$ cat config.mk
export PLATFORM = sky130hd
export DESIGN_NAME = ro_stress_bank
export DESIGN_NICKNAME = d
export VERILOG_FILES = /design/src/rtl/ro_stress_bank.sv
export SDC_FILE = /design/constraint.sdc
export NUM_CORES = 1
export LEC_CHECK = 0
export ABC_CLOCK_PERIOD_IN_PS = 8600
export BUFFER_PORTS_ARGS = -buffer_cell sky130_fd_sc_hd__buf_2
export CORE_MARGIN = 5
export CORE_UTILIZATION = 55
export DETAILED_ROUTE_END_ITERATION = 8
export PLACE_DENSITY = 0.82
export SYNTH_ARGS = -nofsm -noshare
export SYNTH_HDL_FRONTEND = slang
export SYNTH_SLANG_ARGS = --single-unit
$ cat constraint.sdc
create_clock -name clock -period 8.6 [get_ports clock]
set_input_delay 0.86 -clock clock [delete_from_list [all_inputs] [get_ports clock]]
set_output_delay 0.86 -clock clock [all_outputs]
set_load 0.1 [all_outputs]
$ cat src/rtl/ro_stress_bank.sv
// Bank-sequenced RO stress array: start-latched config drives timed ON/OFF bursts with optional per-bank ramp.
// Outputs registered, one-cycle start-to-enable latency; no backpressure (start ignored while busy, stop always wins).

module ro_fanout (
    input  logic R_in,
    output logic R_out
);
    (* keep = "true", s = "true" *) logic q_out;

    assign q_out = ~R_in;
    assign R_out = ~q_out;
endmodule

module ro_stress_bank #(
    parameter int NUM_BANKS = 8,
    parameter int BANK_SIZE = 16,
    parameter int CNT_W     = 16
) (
    input  logic                           clock,
    input  logic                           reset,
    input  logic                           start,
    input  logic                           stop,
    input  logic [NUM_BANKS-1:0]           bank_mask,
    input  logic                           ramp_en,
    input  logic [CNT_W-1:0]               on_cycles,
    input  logic [CNT_W-1:0]               off_cycles,
    input  logic [CNT_W-1:0]               burst_count,
    output logic                           busy,
    output logic                           done,
    output logic [NUM_BANKS-1:0]           active_banks,
    output logic [CNT_W-1:0]               bursts_done,
    output logic [NUM_BANKS*BANK_SIZE-1:0] wire_inj
);
    localparam logic [1:0] S_IDLE = 2'd0;
    localparam logic [1:0] S_RAMP = 2'd1;
    localparam logic [1:0] S_ON   = 2'd2;
    localparam logic [1:0] S_OFF  = 2'd3;

    logic [1:0]           r_state;
    logic                 r_busy;
    logic                 r_done;
    logic [NUM_BANKS-1:0] r_active;
    logic [CNT_W-1:0]     r_bursts_done;
    logic [NUM_BANKS-1:0] r_mask;
    logic                 r_ramp;
    logic [CNT_W-1:0]     r_on_m1;
    logic [CNT_W-1:0]     r_off_m1;
    logic [CNT_W-1:0]     r_burst;
    logic [CNT_W-1:0]     r_cnt;

    logic [CNT_W-1:0]     w_on_in_m1;
    logic [CNT_W-1:0]     w_off_in_m1;
    logic [NUM_BANKS-1:0] w_in_low;
    logic [NUM_BANKS-1:0] w_mask_low;
    logic [NUM_BANKS-1:0] w_rem;
    logic [NUM_BANKS-1:0] w_rem_low;
    logic [CNT_W-1:0]     w_bursts_nx;
    logic [CNT_W-1:0]     w_cnt_m1;

    // Phase counters hold length-1 so a programmed 0 behaves as a single cycle.
    assign w_on_in_m1  = (on_cycles  == '0) ? '0 : on_cycles  - CNT_W'(1);
    assign w_off_in_m1 = (off_cycles == '0) ? '0 : off_cycles - CNT_W'(1);

    // x & -x isolates the lowest set bit: the next bank to bring up during ramp.
    assign w_in_low    = bank_mask & (~bank_mask + NUM_BANKS'(1));
    assign w_mask_low  = r_mask & (~r_mask + NUM_BANKS'(1));
    assign w_rem       = r_mask & ~r_active;
    assign w_rem_low   = w_rem & (~w_rem + NUM_BANKS'(1));
    assign w_bursts_nx = r_bursts_done + CNT_W'(1);
    assign w_cnt_m1    = r_cnt - CNT_W'(1);

    always_ff @(posedge clock) begin
        if (reset) begin
            r_state       <= S_IDLE;
            r_busy        <= 1'b0;
            r_done        <= 1'b0;
            r_active      <= '0;
            r_bursts_done <= '0;
            r_mask        <= '0;
            r_ramp        <= 1'b0;
            r_on_m1       <= '0;
            r_off_m1      <= '0;
            r_burst       <= '0;
            r_cnt         <= '0;
        end else begin
            r_done <= 1'b0;
            case (r_state)
                S_IDLE: begin
                    if (start && !stop) begin
                        r_mask        <= bank_mask;
                        r_ramp        <= ramp_en;
                        r_on_m1       <= w_on_in_m1;
                        r_off_m1      <= w_off_in_m1;
                        r_burst       <= burst_count;
                        r_bursts_done <= '0;
                        if (bank_mask == '0) begin
                            r_done <= 1'b1;
                        end else if (ramp_en) begin
                            r_state  <= S_RAMP;
                            r_busy   <= 1'b1;
                            r_active <= w_in_low;
                        end else begin
                            r_state  <= S_ON;
                            r_busy   <= 1'b1;
                            r_active <= bank_mask;
                            r_cnt    <= w_on_in_m1;
                        end
                    end
                end
                S_RAMP: begin
                    if (r_active == r_mask) begin
                        r_state <= S_ON;
                        r_cnt   <= r_on_m1;
                    end else begin
                        r_active <= r_active | w_rem_low;
                    end
                end
                S_ON: begin
                    if (r_cnt == '0) begin
                        r_state  <= S_OFF;
                        r_active <= '0;
                        r_cnt    <= r_off_m1;
                    end else begin
                        r_cnt <= w_cnt_m1;
                    end
                end
                S_OFF: begin
                    if (r_cnt == '0) begin
                        r_bursts_done <= w_bursts_nx;
                        if (r_burst != '0 && w_bursts_nx == r_burst) begin
                            r_state <= S_IDLE;
                            r_busy  <= 1'b0;
                            r_done  <= 1'b1;
                        end else if (r_ramp) begin
                            r_state  <= S_RAMP;
                            r_active <= w_mask_low;
                        end else begin
                            r_state  <= S_ON;
                            r_active <= r_mask;
                            r_cnt    <= r_on_m1;
                        end
                    end else begin
                        r_cnt <= w_cnt_m1;
                    end
                end
                default: begin
                    r_state  <= S_IDLE;
                    r_busy   <= 1'b0;
                    r_active <= '0;
                end
            endcase

            // Abort overrides whatever the phase logic scheduled, including a pending burst increment.
            if (r_state != S_IDLE && stop) begin
                r_state       <= S_IDLE;
                r_busy        <= 1'b0;
                r_active      <= '0;
                r_done        <= 1'b1;
                r_bursts_done <= r_bursts_done;
            end
        end
    end

    assign busy         = r_busy;
    assign done         = r_done;
    assign active_banks = r_active;
    assign bursts_done  = r_bursts_done;

    for (genvar b = 0; b < NUM_BANKS; b++) begin : g_bank
        for (genvar k = 0; k < BANK_SIZE; k++) begin : g_cell
            ro_fanout u_ro (
                .R_in  (r_active[b]),
                .R_out (wire_inj[b*BANK_SIZE + k])
            );
        end
    end
endmodule
==> results.yml <==
hold_path:
  path_class_of_the_lowest_slack_min_delay_path: "reg -> reg"
global_route:
  grt_antenna_before_repair: 0
  grt_max_degree: 87
  grt_first_pass_wirelength_um: 33100
  gr-total-overflow: 0
  grt_use_total_pct: 24.0
  grt_pass1_vias: 6698
sta:
  maxClockFrequency_mhz: 283
  slew_headroom_pct: 27.0
  final.min_clock_period_ns: 3.53
  setup_viols_final: 0
  max_slew.worst_pin.slew_ns: 1.10
  hold_viol_final: 0
  timing.hold.ws_ns: 0.467
  min_period_over_period_pct: 41.0
  fin_skew_ns: 0.00942
  rsz_0062_raised_after_global_routing: "no"
  accumulated_negative_setup_slack_ns: 0
  slew_limit_fails: 0
die:
  die_x_um: 128
  start_util_pct: 55.8
  die_area_um2: 16500
  floorplan.die.height_um: 128
  design.portCount: 215
  design.core.area_um2: 13800
  num_rows: 43
cells_and_area:
  synthToLayoutAreaGrowth_pct: 4.67
  post_route_cells_drive_above_1_share_pct: 23.7
  multiInputGateArea_um2: 4310
  register_area_um2: 2020
  layout_commonest_cell: "sky130_fd_sc_hd__buf_2"
  layout.cells.non_filler: 1259
  number_of_filler_cells_placed_in_the_layout: 1294
  layout.cells.most_common_list: "sky130_fd_sc_hd__buf_2, sky130_fd_sc_hd__nand2_1, sky130_fd_sc_hd__dfxtp_1"
  final_cell_area_um2: 8080
  final_nets: 1152
synthesis:
  synth_warnings: 0
  number_of_nets_produced_by_synthesis: 1117
  synthesis.area_um2: 7720
  synth.avg_cell_area_um2: 7.44
  netlist_instances: 1038
cts:
  clk_pin_slew_worst_paths_ns: 0.07
  post_cts_resize_count: 0
  tritoncts.num_buffers: 9
  cts_setup_buffers: 0
  tritoncts: "done"
  cts_sinks: 101
  htreeDepth: 3
  clock_tree.root_cell: "sky130_fd_sc_hd__clkbuf_16"
  ctsLongestPathBuffers: 2
  cts_hold_repair.buffers: 0
  clock_insertion_delay_worst_skew_ns: 0.35
power_and_ir_drop:
  power.static_leakage_uw: 0.00354
  max-vdd-ir-drop_v: 0.000414
  powerDensity_nw_per_um2: 427
worst_setup_path:
  critical_path_required_time_ns: 8.84
  worst-endpoint-arrival_ns: 3.77
  worstSetupStartpointType: "flop"
  critPathCaptureType: "flop"
  worst-path-max-fanout: 15
  crit_type: "reg -> reg"
status:
  status: "finished, final reports clean"
route:
  drtPass1Iterations: 5
  post-route-drc-count: 0
  drt-wirelength-per-cell_um: 16.6
  dr.first_iter.drc_count: 638
  detail_route.vias_per_cell: 6.05
  routed_wl_um: 20900
  antenna_violating_nets_post_route: 0
  vias_after_detailed_routing: 7619
place:
  io_buffers: 214
  placement.cell_area_um2: 7790
  globalplace.congestion: 0.925
  dp.cells: 1242
  dp_hpwl_um: 15100
job:
  max_cap_violations: 0
state kept, by name, indices dropped and copies added, names as in the netlist:
register and cells:
active_banks 8, bursts_done 16, busy 1, done 1, r_burst 16, r_cnt 16, r_mask 8, r_off_m1 16
r_on_m1 16, r_ramp 1, r_state 2
per-stage QoR:
stage	utilization [%]	total power, µW	setup slack (ns)
floorplan	-	2910	4.97
global route	58.4	3590	4.85
global placement	56.3	3010	5.12
detailed placement	56.3	3030	5.03
CTS	58.4	3440	5.13
finish	58.4	3450	5.07
layer usage:
layer  up-vias  track usage [%]  wire length, µm
met4         0             10.3              514
met1      3551             30.8             8500
met5         -                0                0
met3        41             3.61             2050
li1       3639                -                -
met2       388             40.2             9830
area by class of cell:
class                      count  share of cell area (%)
clock inverter                 1                   0.372
clock buffer                  15                    3.19
tap                          180                    2.79
sequential                   101                    25.0
timing repair buffer         222                    14.0
multi-input combinational    711                    53.3
antenna                        1                  0.0310
inverter                      28                    1.30
report_power, final:
group	internal, µW	switching, µW
clock	235	173
combinational	414	2000
sequential	532	102
total	1180	2270
final timing paths:
| check | startpoint | to | slack, ns | depth (start not counted) |
|---|---|---|---|---|
| worst max register to register | bursts_done[0]$_SDFFE_PP0P_ | r_cnt[9]$_SDFFE_PP0P_ | 5.07 | 8 |
| worst max-delay path | bursts_done[0]$_SDFFE_PP0P_ | r_cnt[9]$_SDFFE_PP0P_ | 5.07 | 8 |
| worst min-delay path | r_on_m1[4]$_SDFFE_PP0P_ | r_on_m1[4]$_SDFFE_PP0P_ | 0.47 | 2 |
| worst min register to register | r_on_m1[4]$_SDFFE_PP0P_ | r_on_m1[4]$_SDFFE_PP0P_ | 0.47 | 2 |
worst max-delay path, cell delays in order (launching register included):
cell and delay, ns:
sky130_fd_sc_hd__dfxtp_1 0.50, sky130_fd_sc_hd__ha_1 0.35, sky130_fd_sc_hd__nand3_1 0.28, sky130_fd_sc_hd__nor4_1 0.55, sky130_fd_sc_hd__xnor2_1 0.18, sky130_fd_sc_hd__nand4_1 0.26, sky130_fd_sc_hd__nor4_4 0.89, sky130_fd_sc_hd__nor3_1 0.17
sky130_fd_sc_hd__a31o_1 0.23
(Power assumes the default switching activity.)
